<file path="src/rtl/mpsoc_ahb3_pkg.sv">
// Shared AHB3-Lite encodings for the shared-SPRAM arbiter.
// HTRANS/HRESP/HBURST constants plus small transfer-type helpers.
package mpsoc_ahb3_pkg;

  localparam logic [1:0] HTRANS_IDLE   = 2'b00;
  localparam logic [1:0] HTRANS_BUSY   = 2'b01;
  localparam logic [1:0] HTRANS_NONSEQ = 2'b10;
  localparam logic [1:0] HTRANS_SEQ    = 2'b11;

  localparam logic HRESP_OKAY  = 1'b0;
  localparam logic HRESP_ERROR = 1'b1;

  localparam logic [2:0] HBURST_SINGLE = 3'b000;
  localparam logic [2:0] HBURST_INCR4  = 3'b011;

  function automatic logic is_cont(input logic [1:0] t);
    return (t == HTRANS_SEQ) || (t == HTRANS_BUSY);
  endfunction

  function automatic logic is_act(input logic [1:0] t);
    return t != HTRANS_IDLE;
  endfunction

endpackage

</file>
<file path="src/rtl/mpsoc_rr_arbiter.sv">
// Combinational round-robin priority encoder.
// Lowest requester at or after ptr_i wins, wrapping modulo N.
module mpsoc_rr_arbiter #(
  parameter int N = 4,
  parameter int W = 2
) (
  input  logic [N-1:0] req_i,
  input  logic [W-1:0] ptr_i,
  output logic [N-1:0] gnt_oh_o,
  output logic [W-1:0] gnt_idx_o,
  output logic         gnt_any_o
);

  int j;

  always_comb begin
    gnt_oh_o  = '0;
    gnt_idx_o = '0;
    gnt_any_o = 1'b0;
    j         = 0;
    for (int k = 0; k < N; k++) begin
      j = int'(ptr_i) + k;
      if (j >= N) j = j - N;
      if (!gnt_any_o && req_i[j]) begin
        gnt_any_o   = 1'b1;
        gnt_oh_o[j] = 1'b1;
        gnt_idx_o   = W'(j);
      end
    end
  end

endmodule

</file>
<file path="src/rtl/mpsoc_ahb3_spram_arbiter.sv">
// Round-robin AHB3-Lite arbiter sharing one SPRAM slave between masters.
// Bursts and locked sequences are never split; losers stall on HREADYOUT.
module mpsoc_ahb3_spram_arbiter
  import mpsoc_ahb3_pkg::*;
#(
  parameter int MASTERS = 4,
  parameter int PLEN    = 32,
  parameter int XLEN    = 32
) (
  input  logic                          HCLK,
  input  logic                          HRESETn,

  input  logic [MASTERS-1:0]            m_HSEL,
  input  logic [MASTERS-1:0][PLEN-1:0]  m_HADDR,
  input  logic [MASTERS-1:0][XLEN-1:0]  m_HWDATA,
  output logic [MASTERS-1:0][XLEN-1:0]  m_HRDATA,
  input  logic [MASTERS-1:0]            m_HWRITE,
  input  logic [MASTERS-1:0][2:0]       m_HSIZE,
  input  logic [MASTERS-1:0][2:0]       m_HBURST,
  input  logic [MASTERS-1:0][3:0]       m_HPROT,
  input  logic [MASTERS-1:0][1:0]       m_HTRANS,
  input  logic [MASTERS-1:0]            m_HMASTLOCK,
  output logic [MASTERS-1:0]            m_HREADYOUT,
  output logic [MASTERS-1:0]            m_HRESP,

  output logic                          s_HSEL,
  output logic [PLEN-1:0]               s_HADDR,
  output logic [XLEN-1:0]               s_HWDATA,
  input  logic [XLEN-1:0]               s_HRDATA,
  output logic                          s_HWRITE,
  output logic [2:0]                    s_HSIZE,
  output logic [2:0]                    s_HBURST,
  output logic [3:0]                    s_HPROT,
  output logic [1:0]                    s_HTRANS,
  output logic                          s_HMASTLOCK,
  output logic                          s_HREADY,
  input  logic                          s_HREADYOUT,
  input  logic                          s_HRESP
);

  localparam int MW = (MASTERS > 1) ? $clog2(MASTERS) : 1;

  logic [MW-1:0] aowner_q, aowner_d;
  logic [MW-1:0] downer_q, downer_d;
  logic [MW-1:0] rr_ptr_q, rr_ptr_d;
  logic          dvalid_q, dvalid_d;
  logic          locked_q, locked_d;
  logic          hold_q, hold_d;

  logic [MASTERS-1:0] req, act, gnt_oh;
  logic [MW-1:0]      win, win_nxt;
  logic               win_any;
  logic [1:0]         own_trans;
  logic               own_cont, arb_en, regrant, fwd;

  always_comb begin
    for (int i = 0; i < MASTERS; i++) begin
      act[i] = m_HSEL[i] && is_act(m_HTRANS[i]);
      req[i] = m_HSEL[i] && (m_HTRANS[i] == HTRANS_NONSEQ);
    end
  end

  mpsoc_rr_arbiter #(
    .N (MASTERS),
    .W (MW)
  ) u_rr (
    .req_i     (req),
    .ptr_i     (rr_ptr_q),
    .gnt_oh_o  (gnt_oh),
    .gnt_idx_o (win),
    .gnt_any_o (win_any)
  );

  assign win_nxt   = (win == MW'(MASTERS - 1)) ? '0 : win + MW'(1);
  assign own_trans = m_HTRANS[aowner_q];
  assign own_cont  = m_HSEL[aowner_q] &&
                     (is_cont(own_trans) || m_HMASTLOCK[aowner_q]);

  // hold_q keeps a fresh grant stable until its first address is taken
  assign arb_en  = s_HREADYOUT && !locked_q && !hold_q &&
                   !own_cont && win_any;
  assign regrant = arb_en && !gnt_oh[aowner_q];
  assign fwd     = HRESETn && !regrant && act[aowner_q];

  assign s_HSEL      = HRESETn && m_HSEL[aowner_q];
  assign s_HTRANS    = fwd ? own_trans : HTRANS_IDLE;
  assign s_HADDR     = m_HADDR[aowner_q];
  assign s_HWRITE    = m_HWRITE[aowner_q];
  assign s_HSIZE     = m_HSIZE[aowner_q];
  assign s_HBURST    = m_HBURST[aowner_q];
  assign s_HPROT     = m_HPROT[aowner_q];
  assign s_HMASTLOCK = m_HMASTLOCK[aowner_q];
  assign s_HREADY    = s_HREADYOUT;
  assign s_HWDATA    = m_HWDATA[downer_q];
  assign m_HRDATA    = {MASTERS{s_HRDATA}};

  always_comb begin
    for (int i = 0; i < MASTERS; i++) begin
      m_HREADYOUT[i] = 1'b1;
      m_HRESP[i]     = HRESP_OKAY;
      if (HRESETn) begin
        if (dvalid_q && downer_q == MW'(i)) begin
          m_HREADYOUT[i] = s_HREADYOUT;
          m_HRESP[i]     = s_HRESP;
        end else if (fwd && aowner_q == MW'(i)) begin
          m_HREADYOUT[i] = s_HREADYOUT;
        end else if (act[i]) begin
          m_HREADYOUT[i] = 1'b0;
        end
      end
    end
  end

  always_comb begin
    aowner_d = aowner_q;
    rr_ptr_d = rr_ptr_q;
    downer_d = downer_q;
    dvalid_d = dvalid_q;
    locked_d = locked_q;
    hold_d   = hold_q && !s_HREADYOUT;
    if (arb_en) rr_ptr_d = win_nxt;
    if (regrant) begin
      aowner_d = win;
      hold_d   = 1'b1;
    end
    if (s_HREADYOUT) begin
      dvalid_d = fwd;
      locked_d = fwd && m_HMASTLOCK[aowner_q];
      if (fwd) downer_d = aowner_q;
    end
  end

  always_ff @(posedge HCLK or negedge HRESETn) begin
    if (!HRESETn) begin
      aowner_q <= '0;
      downer_q <= '0;
      rr_ptr_q <= '0;
      dvalid_q <= 1'b0;
      locked_q <= 1'b0;
      hold_q   <= 1'b0;
    end else begin
      aowner_q <= aowner_d;
      downer_q <= downer_d;
      rr_ptr_q <= rr_ptr_d;
      dvalid_q <= dvalid_d;
      locked_q <= locked_d;
      hold_q   <= hold_d;
    end
  end

endmodule

</file>
<file path="config.mk">
export PLATFORM = sky130hd
export DESIGN_NAME = mpsoc_ahb3_spram_arbiter
export DESIGN_NICKNAME = d
export VERILOG_FILES = /design/src/rtl/mpsoc_ahb3_pkg.sv /design/src/rtl/mpsoc_rr_arbiter.sv /design/src/rtl/mpsoc_ahb3_spram_arbiter.sv
export SDC_FILE = /design/constraint.sdc
export NUM_CORES = 1
export LEC_CHECK = 0
export BUFFER_PORTS_ARGS = -buffer_cell sky130_fd_sc_hd__buf_2
export CAP_MARGIN = 20
export CORE_AREA = 2 2 220 222
export DETAILED_ROUTE_END_ITERATION = 8
export DIE_AREA = 0 0 222 224
export PLACE_DENSITY = 0.41
export RECOVER_POWER = 25
export SLEW_MARGIN = 30
export SYNTH_ARGS = -nofsm -noshare
export SYNTH_HDL_FRONTEND = slang
export SYNTH_SLANG_ARGS = --single-unit
export TNS_END_PERCENT = 5
</file>
<file path="constraint.sdc">
create_clock -name HCLK -period 3.5 [get_ports HCLK]
set_input_delay 0.525 -clock HCLK [delete_from_list [all_inputs] [get_ports HCLK]]
set_output_delay 0.525 -clock HCLK [all_outputs]
set_load 0.02 [all_outputs]
</file>
==> impl_metrics.csv <==
group,metric,value,unit
outcome,outcome,"completed",
timing,fmax,0.296,GHz
floorplan,dieHeight,224,um
synth,syn_nets,744,
synth,async_reset_ff_share,100,%
setup_path,crit_type,"flop to output pin",
drt,route.vias.total,4636,
setup_path,worst_ep_required_time,2970,ps
clocking,clockRootBuffer,"clkbuf_16",
power,power.density,704,nW/um2
drt,met1Wirelength,9.38,mm
floorplan,die_x,222,um
cells_and_area,instances_no_fill,1296,
power,finalPower,4400,uW
timing,rsz0062_at_grt,"no",
timing,finalHoldViolations,0,
floorplan,io_pins,568,
grt,grt-ovfl-total,0,
synth,avgSynthCellArea,10.7,um2
timing,tns,0,ps
grt,grt_max_degree,45,
drt,routed.top_layer,"met5",
setup_path,endpoint_kind,"output pin",
min_path,holdCritPathClass,"flop to flop",
drt,drt-initial-drc-count,211,
clocking,clockBufferDepth,2,
timing,fin_skew,4.37,ps
timing,worst_pin_slew,1010,ps
placement,dp_cells,1277,
synth,ys_warn_count,0,
clocking,insertion_delay,230,ps
setup_path,critPathArrivalTime,2860,ps
setup_path,worst_setup_path_start_kind,"flop",
synth,syn-instance-count,384,
floorplan,dieArea,49700,um2
drt,drt_pre_antenna_iters,4,
clocking,cts.sink_count,9,
drt,drt-wirelength-per-cell,18.6,um
clocking,cts_tree,"yes",
synth,synth_edf_count,0,
synth,ys_ff_latch,9,
drt,met2_wirelength,11.0,mm
timing,period_minus_slack,3380,ps
grt,grt_pass1_wl,32.2,mm
synth,synth_cell_types,55,
cells_and_area,num-nets-final,1034,
drt,drc,0,
drt,met3WireLength,2.42,mm
clocking,cts_hold_buf,0,
power,ir_worst_vdd,305,uV
clocking,htreeDepth,1,
placement,port_buffers,407,
timing,slew_viol_final,0,
placement,gp_congestion,0.872,
placement,placedInstanceArea,6050,um2
grt,grtUsageTotal,8.92,%
cells_and_area,stdcell_area,6260,um2
timing,fin_crit_sh,96.6,%
power,power.leakage,0.00279,uW
timing,setup_viol,0,
cells_and_area,layout_commonest_cell,"buf_2",
floorplan,design.core.area,47300,um2
grt,antenna_found_initial,10,
job,drv_cap,0,
synth,synth_ff_type,"dfrtp_1",
synth,synthesis.area,4100,um2
grt,grt_pass1_vias,4793,
setup_path,critPathMaxFanout,9,
timing,slew_headroom,32.6,%
cells_and_area,drive_gt1_share,80.4,%
floorplan,std_cell_rows,80,
drt,avgViaCountPerCell,3.58,
cells_and_area,layout_common_cells,"buf_2 (405), mux4_2 (81), buf_4 (29)",
drt,detail-route-antenna-nets,0,
cells_and_area,synthToLayoutAreaGrowth,52.5,%
clocking,cts-buffers-inserted,3,
clocking,clk_pin_slew_worst_paths,40,ps
synth,yosysSeqAreaShare,5.49,%
placement,dp_hpwl,21.9,mm
drt,drt_wl_total,24.2,mm
floorplan,start_util,8.66,%
==> cells in the mapped netlist (all sizes together) (5+ instances only) <==
master	instances	share of area, %
a21oi	7	0.85
a31oi	5	0.76
buf	143	25
clkbuf	11	1.0
dfrtp	9	5.5
ha	8	2.4
inv	9	0.82
mux4	82	45
nand2	11	1.1
nand2b	6	0.92
nor2	15	1.4
o21ai	12	1.5
==> power by group <==
group          switching (uW)  internal, uW  total, uW
Sequential               71.8           156        228
Clock                    51.2           152        204
Combinational            2240          1730       3970
Total                    2370          2040       4400
==> metal layers <==
layer | up-vias | track usage [%]
li1 | 1969 | -
met2 | 420 | 14.6
met5 | - | 0
met3 | 70 | 2.35
met1 | 2173 | 10.7
met4 | 4 | 4.84
==> metrics by stage <==
step                hold slack (ps)  setup WS [ps]  util (%)
floorplan                       229            121         -
global placement                518           31.2      12.8
detailed placement              552           14.7      12.8
CTS                             341           3.61      13.0
global route                    577           10.9      13.2
finish                          540            119      13.2
==> cell type report <==
class | count | area, um2
Inverter | 9 | 33.8
Fill cell | 5436 | 41100
Clock buffer | 4 | 78.8
Timing Repair Buffer | 439 | 2290
Multi-Input combinational cell | 212 | 2830
Tap cell | 615 | 769
Sequential cell | 9 | 233
Antenna cell | 8 | 20.0
==> worst paths after layout <==
check                           startpoint  slack, ps  cells after the start             end
worst max-delay path                  flop        120                     10  m_HREADYOUT[0]
worst max register to register        flop        500                     11     downer_q[1]
max in group asynchronous          HRESETn       2020                      2     aowner_q[0]
min in group asynchronous          HRESETn        740                      2        dvalid_q
worst min-delay path              locked_q        540                      2        locked_q
worst min register to register    locked_q        540                      2        locked_q
==> worst max-delay path: stages (launching register included) <==
cell and delay, ps:
dfrtp_1 380, inv_2 100, buf_8 140, mux4_2 600, buf_4 180, nand4_1 80
a21oi_1 100, a2111oi_4 440, nand2_4 150, a41o_1 270, buf_2 160
==> repair_timing <==
| item | CTS | global route |
|---|---|---|
| setup endpoints to repair | 3 | 6 |
| pin swaps | 1 | 4 |
| resized for setup | 1 | 10 |
| setup buffers | 2 | 5 |
==> cell families (layout without fill, tap and decap cells) <==
group                    count (synthesis)  in the layout  synth area share [%]
other                                    0              8                     0
multiplexers                            87             87                  46.6
flip-flops                               9              9                  5.49
XOR/XNOR                                 2              2                 0.427
adder cells (fa/ha/maj)                  8              8                  2.44
AO/OA/AOI/OAI                           55             55                  9.79
buffers and inverters                  163            452                  26.9
AND/OR/NAND/NOR                         60             60                  8.33
(Power assumes the default switching activity.)
